[config.mk]
export PLATFORM = sky130hd
export DESIGN_NAME = universal_shift_reg_flat
export DESIGN_NICKNAME = d
export VERILOG_FILES = /design/src/rtl/universal_shift_reg_if.sv /design/src/rtl/universal_shift_reg.sv /design/src/flat_wrapper.sv
export SDC_FILE = /design/constraint.sdc
export NUM_CORES = 1
export LEC_CHECK = 0
export ABC_AREA = 1
export CAP_MARGIN = 40
export CORE_AREA = 2 2 39 41
export DETAILED_ROUTE_END_ITERATION = 16
export DIE_AREA = 0 0 41 43
export DONT_BUFFER_PORTS = 1
export GPL_TIMING_DRIVEN = 0
export RECOVER_POWER = 25
export SYNTH_ARGS = -nofsm -noshare
export SYNTH_HDL_FRONTEND = slang
export SYNTH_SLANG_ARGS = --single-unit
[constraint.sdc]
create_clock -name clk -period 0.9 [get_ports clk]
set_input_delay 0.045 -clock clk [delete_from_list [all_inputs] [get_ports clk]]
set_output_delay 0.045 -clock clk [all_outputs]
set_load 0.02 [all_outputs]
[src/rtl/universal_shift_reg_if.sv]
// -----------------------------------------------------------------------------
// universal_shift_reg_if
//
// Purpose:
//   Groups the data and select signals of the universal shift register into one
//   bundle. Clock and reset are not part of the bundle; they stay plain ports.
//
// Signals:
//   d    WIDTH  parallel load data (driven by master)
//   sel  2      operation select: 00 load, 01 shift left, 10 shift right, 11 hold
//   q    WIDTH  register contents (driven by slave)
//
// Modports:
//   master  drives d/sel, observes q (the user of the register)
//   slave   receives d/sel, drives q (the register itself)
// -----------------------------------------------------------------------------
interface universal_shift_reg_if #(
    parameter int WIDTH = 8
);
    logic [WIDTH-1:0] d;
    logic [1:0]       sel;
    logic [WIDTH-1:0] q;

    modport master (
        output d,
        output sel,
        input  q
    );

    modport slave (
        input  d,
        input  sel,
        output q
    );
endinterface

[src/rtl/universal_shift_reg.sv]
// -----------------------------------------------------------------------------
// universal_shift_reg
//
// Purpose:
//   Parameterised parallel-load / bidirectional shift register. On each rising
//   edge of clk the register is loaded, shifted left by one, shifted right by
//   one (logical), or held, as selected by bus.sel. q comes straight from the
//   register flops, so there is no combinational path from d/sel to q.
//
// Ports:
//   clk    in   1      clock, all updates on its rising edge
//   rst_n  in   1      synchronous active-low reset, clears the register and
//                      takes priority over every select value
//   bus    slave       d (load data), sel (operation), q (register contents)
//
// Parameters:
//   WIDTH  register / data width in bits (>= 2)
// -----------------------------------------------------------------------------
module universal_shift_reg #(
    parameter int WIDTH = 8
) (
    input  logic                 clk,
    input  logic                 rst_n,
    universal_shift_reg_if.slave bus
);

    localparam logic [1:0] SEL_LOAD  = 2'b00;
    localparam logic [1:0] SEL_SHL   = 2'b01;
    localparam logic [1:0] SEL_SHR   = 2'b10;
    localparam logic [1:0] SEL_HOLD  = 2'b11;

    logic [WIDTH-1:0] q_p0;

    // MSB falls off, zero enters at the LSB.
    function automatic logic [WIDTH-1:0] shift_left(input logic [WIDTH-1:0] val);
        return {val[WIDTH-2:0], 1'b0};
    endfunction

    // Logical shift: LSB falls off, zero enters at the MSB (no sign extension).
    function automatic logic [WIDTH-1:0] shift_right(input logic [WIDTH-1:0] val);
        return {1'b0, val[WIDTH-1:1]};
    endfunction

    // Stage p0: the single register stage; every operation has 1-cycle latency.
    // An unknown sel lands in the default branch and holds, so q never picks
    // up X from a bad select.
    always_ff @(posedge clk) begin
        if (!rst_n) begin
            q_p0 <= '0;
        end else begin
            case (bus.sel)
                SEL_LOAD: q_p0 <= bus.d;
                SEL_SHL:  q_p0 <= shift_left(q_p0);
                SEL_SHR:  q_p0 <= shift_right(q_p0);
                SEL_HOLD: q_p0 <= q_p0;
                default:  q_p0 <= q_p0;
            endcase
        end
    end

    assign bus.q = q_p0;

endmodule

[src/flat_wrapper.sv]
// flat-port wrapper written by rule: the top's interface ports become plain ports
module universal_shift_reg_flat 
#(
    parameter int WIDTH = 8
)
  (clk, rst_n, bus_d, bus_sel, bus_q);
  universal_shift_reg_if #(.WIDTH(WIDTH)) bus_i ();
  input  logic clk;
  input  logic rst_n;
  input wire logic [$bits(bus_i.d)-1:0] bus_d;
  input wire logic [$bits(bus_i.sel)-1:0] bus_sel;
  output wire logic [$bits(bus_i.q)-1:0] bus_q;
  assign bus_i.d = bus_d;
  assign bus_i.sel = bus_sel;
  assign bus_q = bus_i.q;
  universal_shift_reg #(.WIDTH(WIDTH)) u_core (.clk(clk), .rst_n(rst_n), .bus(bus_i));
endmodule
==> metrics.yaml <==
global_routing:
  grt_antenna_before_repair: 0
  grt_pass1_wl_mm: 1.74
  grt_max_degree: 10
  grt_pass1_vias: 429
  overflow: 0
  grt_util_all_layers_pct: 14.4
sta:
  min_period_over_period_pct: 90.6
  worst_slack_ns: 0.0844
  drv_slew: 0
  finalClockSkew_ns: 0.000773
  hold_ws_ns: -0.00636
  worstMarginPinSlew_ns: 0.266
  rsz0062_at_grt: "false"
  hold_viol_final: 1
  finalSetupViolCount: 0
  slew-limit-headroom_pct: 82.2
  post-route-min-period_ns: 0.816
  fmax_ghz: 1.23
setup_path:
  crit_path_start_kind: "flip-flop"
  reg2reg_to: "u_core.bus.q[6]"
  regToRegSetupSlack_ns: 0.08
  worstSetupPathType: "reg -> reg"
  path_cells: "nand2_1, nand2_1, nand2_1, a21oi_1"
  crit_required_ns: 1.09
  r2r-start: "u_core.bus.q[7]"
  arrival_ns: 1.01
  critical_path.slowest_cell: "dfxtp_1"
  ff2ff_path_depth: 4
  critPathCapture: "u_core.bus.q[6]"
  crit_top_cell: "nand2_1"
  critPathMaxFanout: 3
  worstSetupEndpointType: "flip-flop"
  slowest_delay_ns: 0.46
  critPathLaunch: "u_core.bus.q[7]"
clock_network:
  cts_setup_buffers: 0
  cts_buffers: 3
  cts_root_buffer: "clkbuf_4"
  cts_max_path_buffers: 2
  cts_htree_levels: 1
  clkTransAtPathRegs_ns: 0.06
  clk_latency_ns: 0.26
  cts_num_sinks: 8
  cts_tree: "yes"
placed_design:
  dp_slack_ns: -0.0611
  io_buffer_count: 0
  gp_congestion: 0.771
  post_dp_cell_area_sq_um: 489
  dp_hpwl_um: 778
  placedCellCount: 86
layout:
  fillers: 156
  nNetsFinal: 98
  largest_register_ffs: 8
  antenna_cells: 0
  fin_area_sq_um: 601
  multiInputGateArea_sq_um: 264
  area.sequential_sq_um: 169
  drive_gt1_share_pct: 17.3
  final_cells: 97
  area_growth_pct: 28.0
  final_cell_mix: "nand2_1 (25), a21oi_1 (14), dlygate4sd3_1 (8)"
  layout_commonest_cell: "nand2_1"
power_and_ir_drop:
  p_leak_nw: 0.273
  peakVddDrop_v: 0.000598
  pwr_density_cell_nw_per_um2: 1520
route:
  drc: 0
  antenna_left: 0
  drt_iter0_drc: 6
  num_vias: 481
  drt_pass1_iterations: 2
  viasPerCell: 4.96
  post_drt_wl_per_cell_um: 11.7
  routed_wirelength_mm: 1.13
min_path:
  hp-class: "in -> reg"
  hp-start: "bus_d[0]"
synth:
  syn_nets: 85
  yosysWarnings: 0
  seq_area_frac_synth_pct: 34.1
  ys_seq_elements: 8
  synth_top_area_share_pct: 34.1
  synthCells: 70
  syn-cell-area_sq_um: 469
  synthDistinctLibCells: 10
  yosysTopAreaCell: "dfxtp_1"
  syn_avg_cell_area_sq_um: 6.70
  synthTopCellsByArea: "dfxtp_1 (34%), nand2_1 (20%), a21oi_1 (15%)"
die:
  row_count: 14
  start_util_pct: 33.9
  die-area_sq_um: 1760
  ios: 20
  fp.dieW_um: 41
  die_h_um: 43
  core_sq_um: 1380
status:
  status: "finished with violations"
  violations: "negative hold slack"
job:
  cap_violations: 0
==> kinds of logic after synthesis <==
kind of cell	share of synthesized area, %
AO/OA/AOI/OAI	24.0
adder cells (fa/ha/maj)	8.00
buffers and inverters	9.60
flip-flops	34.1
AND/OR/NAND/NOR	24.3
==> Yosys cell counts <==
master    n
o21a_1    1
dfxtp_1   8
inv_1     4
a21oi_1  14
nand3_1   4
inv_2     2
buf_6     2
nand2_1  25
ha_1      3
o21ai_0   7
==> timing repair <==
action	in CTS	in global routing
setup endpoints to repair	0	7
hold buffers	8	0
endpoints found under the hold margin	8	0
resized for setup	0	7
==> cell type report <==
| cell class | instances | share of cell area [%] |
|---|---|---|
| Clock buffer | 3 | 3.75 |
| Tap cell | 16 | 3.33 |
| Multi-Input combinational cell | 54 | 44.0 |
| Timing Repair Buffer | 8 | 13.3 |
| Sequential cell | 8 | 28.1 |
| Inverter | 6 | 3.75 |
| Buffer | 2 | 3.75 |
==> worst min-delay path by stage <==
stage,to,slack (ns),depth (start not counted)
2_1_floorplan,u_core.bus.q[0],0.18,2
3_3_place_gp,u_core.bus.q[0],0.19,2
3_5_place_dp,u_core.bus.q[1],0.19,2
4_1_cts,u_core.bus.q[0],0.002,4
5_1_grt,u_core.bus.q[0],0.03,4
6_report,u_core.bus.q[0],-0.006,4
==> per-stage QoR <==
| stage | util, % | setup TNS, ns | power, W |
|---|---|---|---|
| after floorplan | - | 0 | 0.000567 |
| after global placement | 35.4 | -0.104 | 0.000597 |
| after detailed placement | 35.4 | -0.103 | 0.000599 |
| after CTS | 42.8 | 0 | 0.000921 |
| after global routing | 43.4 | 0 | 0.000963 |
| final | 43.4 | 0 | 0.000915 |
==> routing by layer <==
layer	global-route usage [%]	routed length, um
met4	10.0	28
met5	0	0
met2	19.1	488
met1	18.3	550
met3	5.76	65
==> report_power, final <==
group          internal (W)  switching (W)
Combinational     0.0000806      0.0000902
Clock              0.000153       0.000134
Sequential         0.000390      0.0000662
Total              0.000624       0.000291
==> critical path: cells and delay by family (launching register included) <==
kind	cells	cell delay [ns]
flip-flops	1	0.46
AND/OR/NAND/NOR	3	0.18
AO/OA/AOI/OAI	1	0.10
Note: power is estimated with default switching activity, not from simulation.
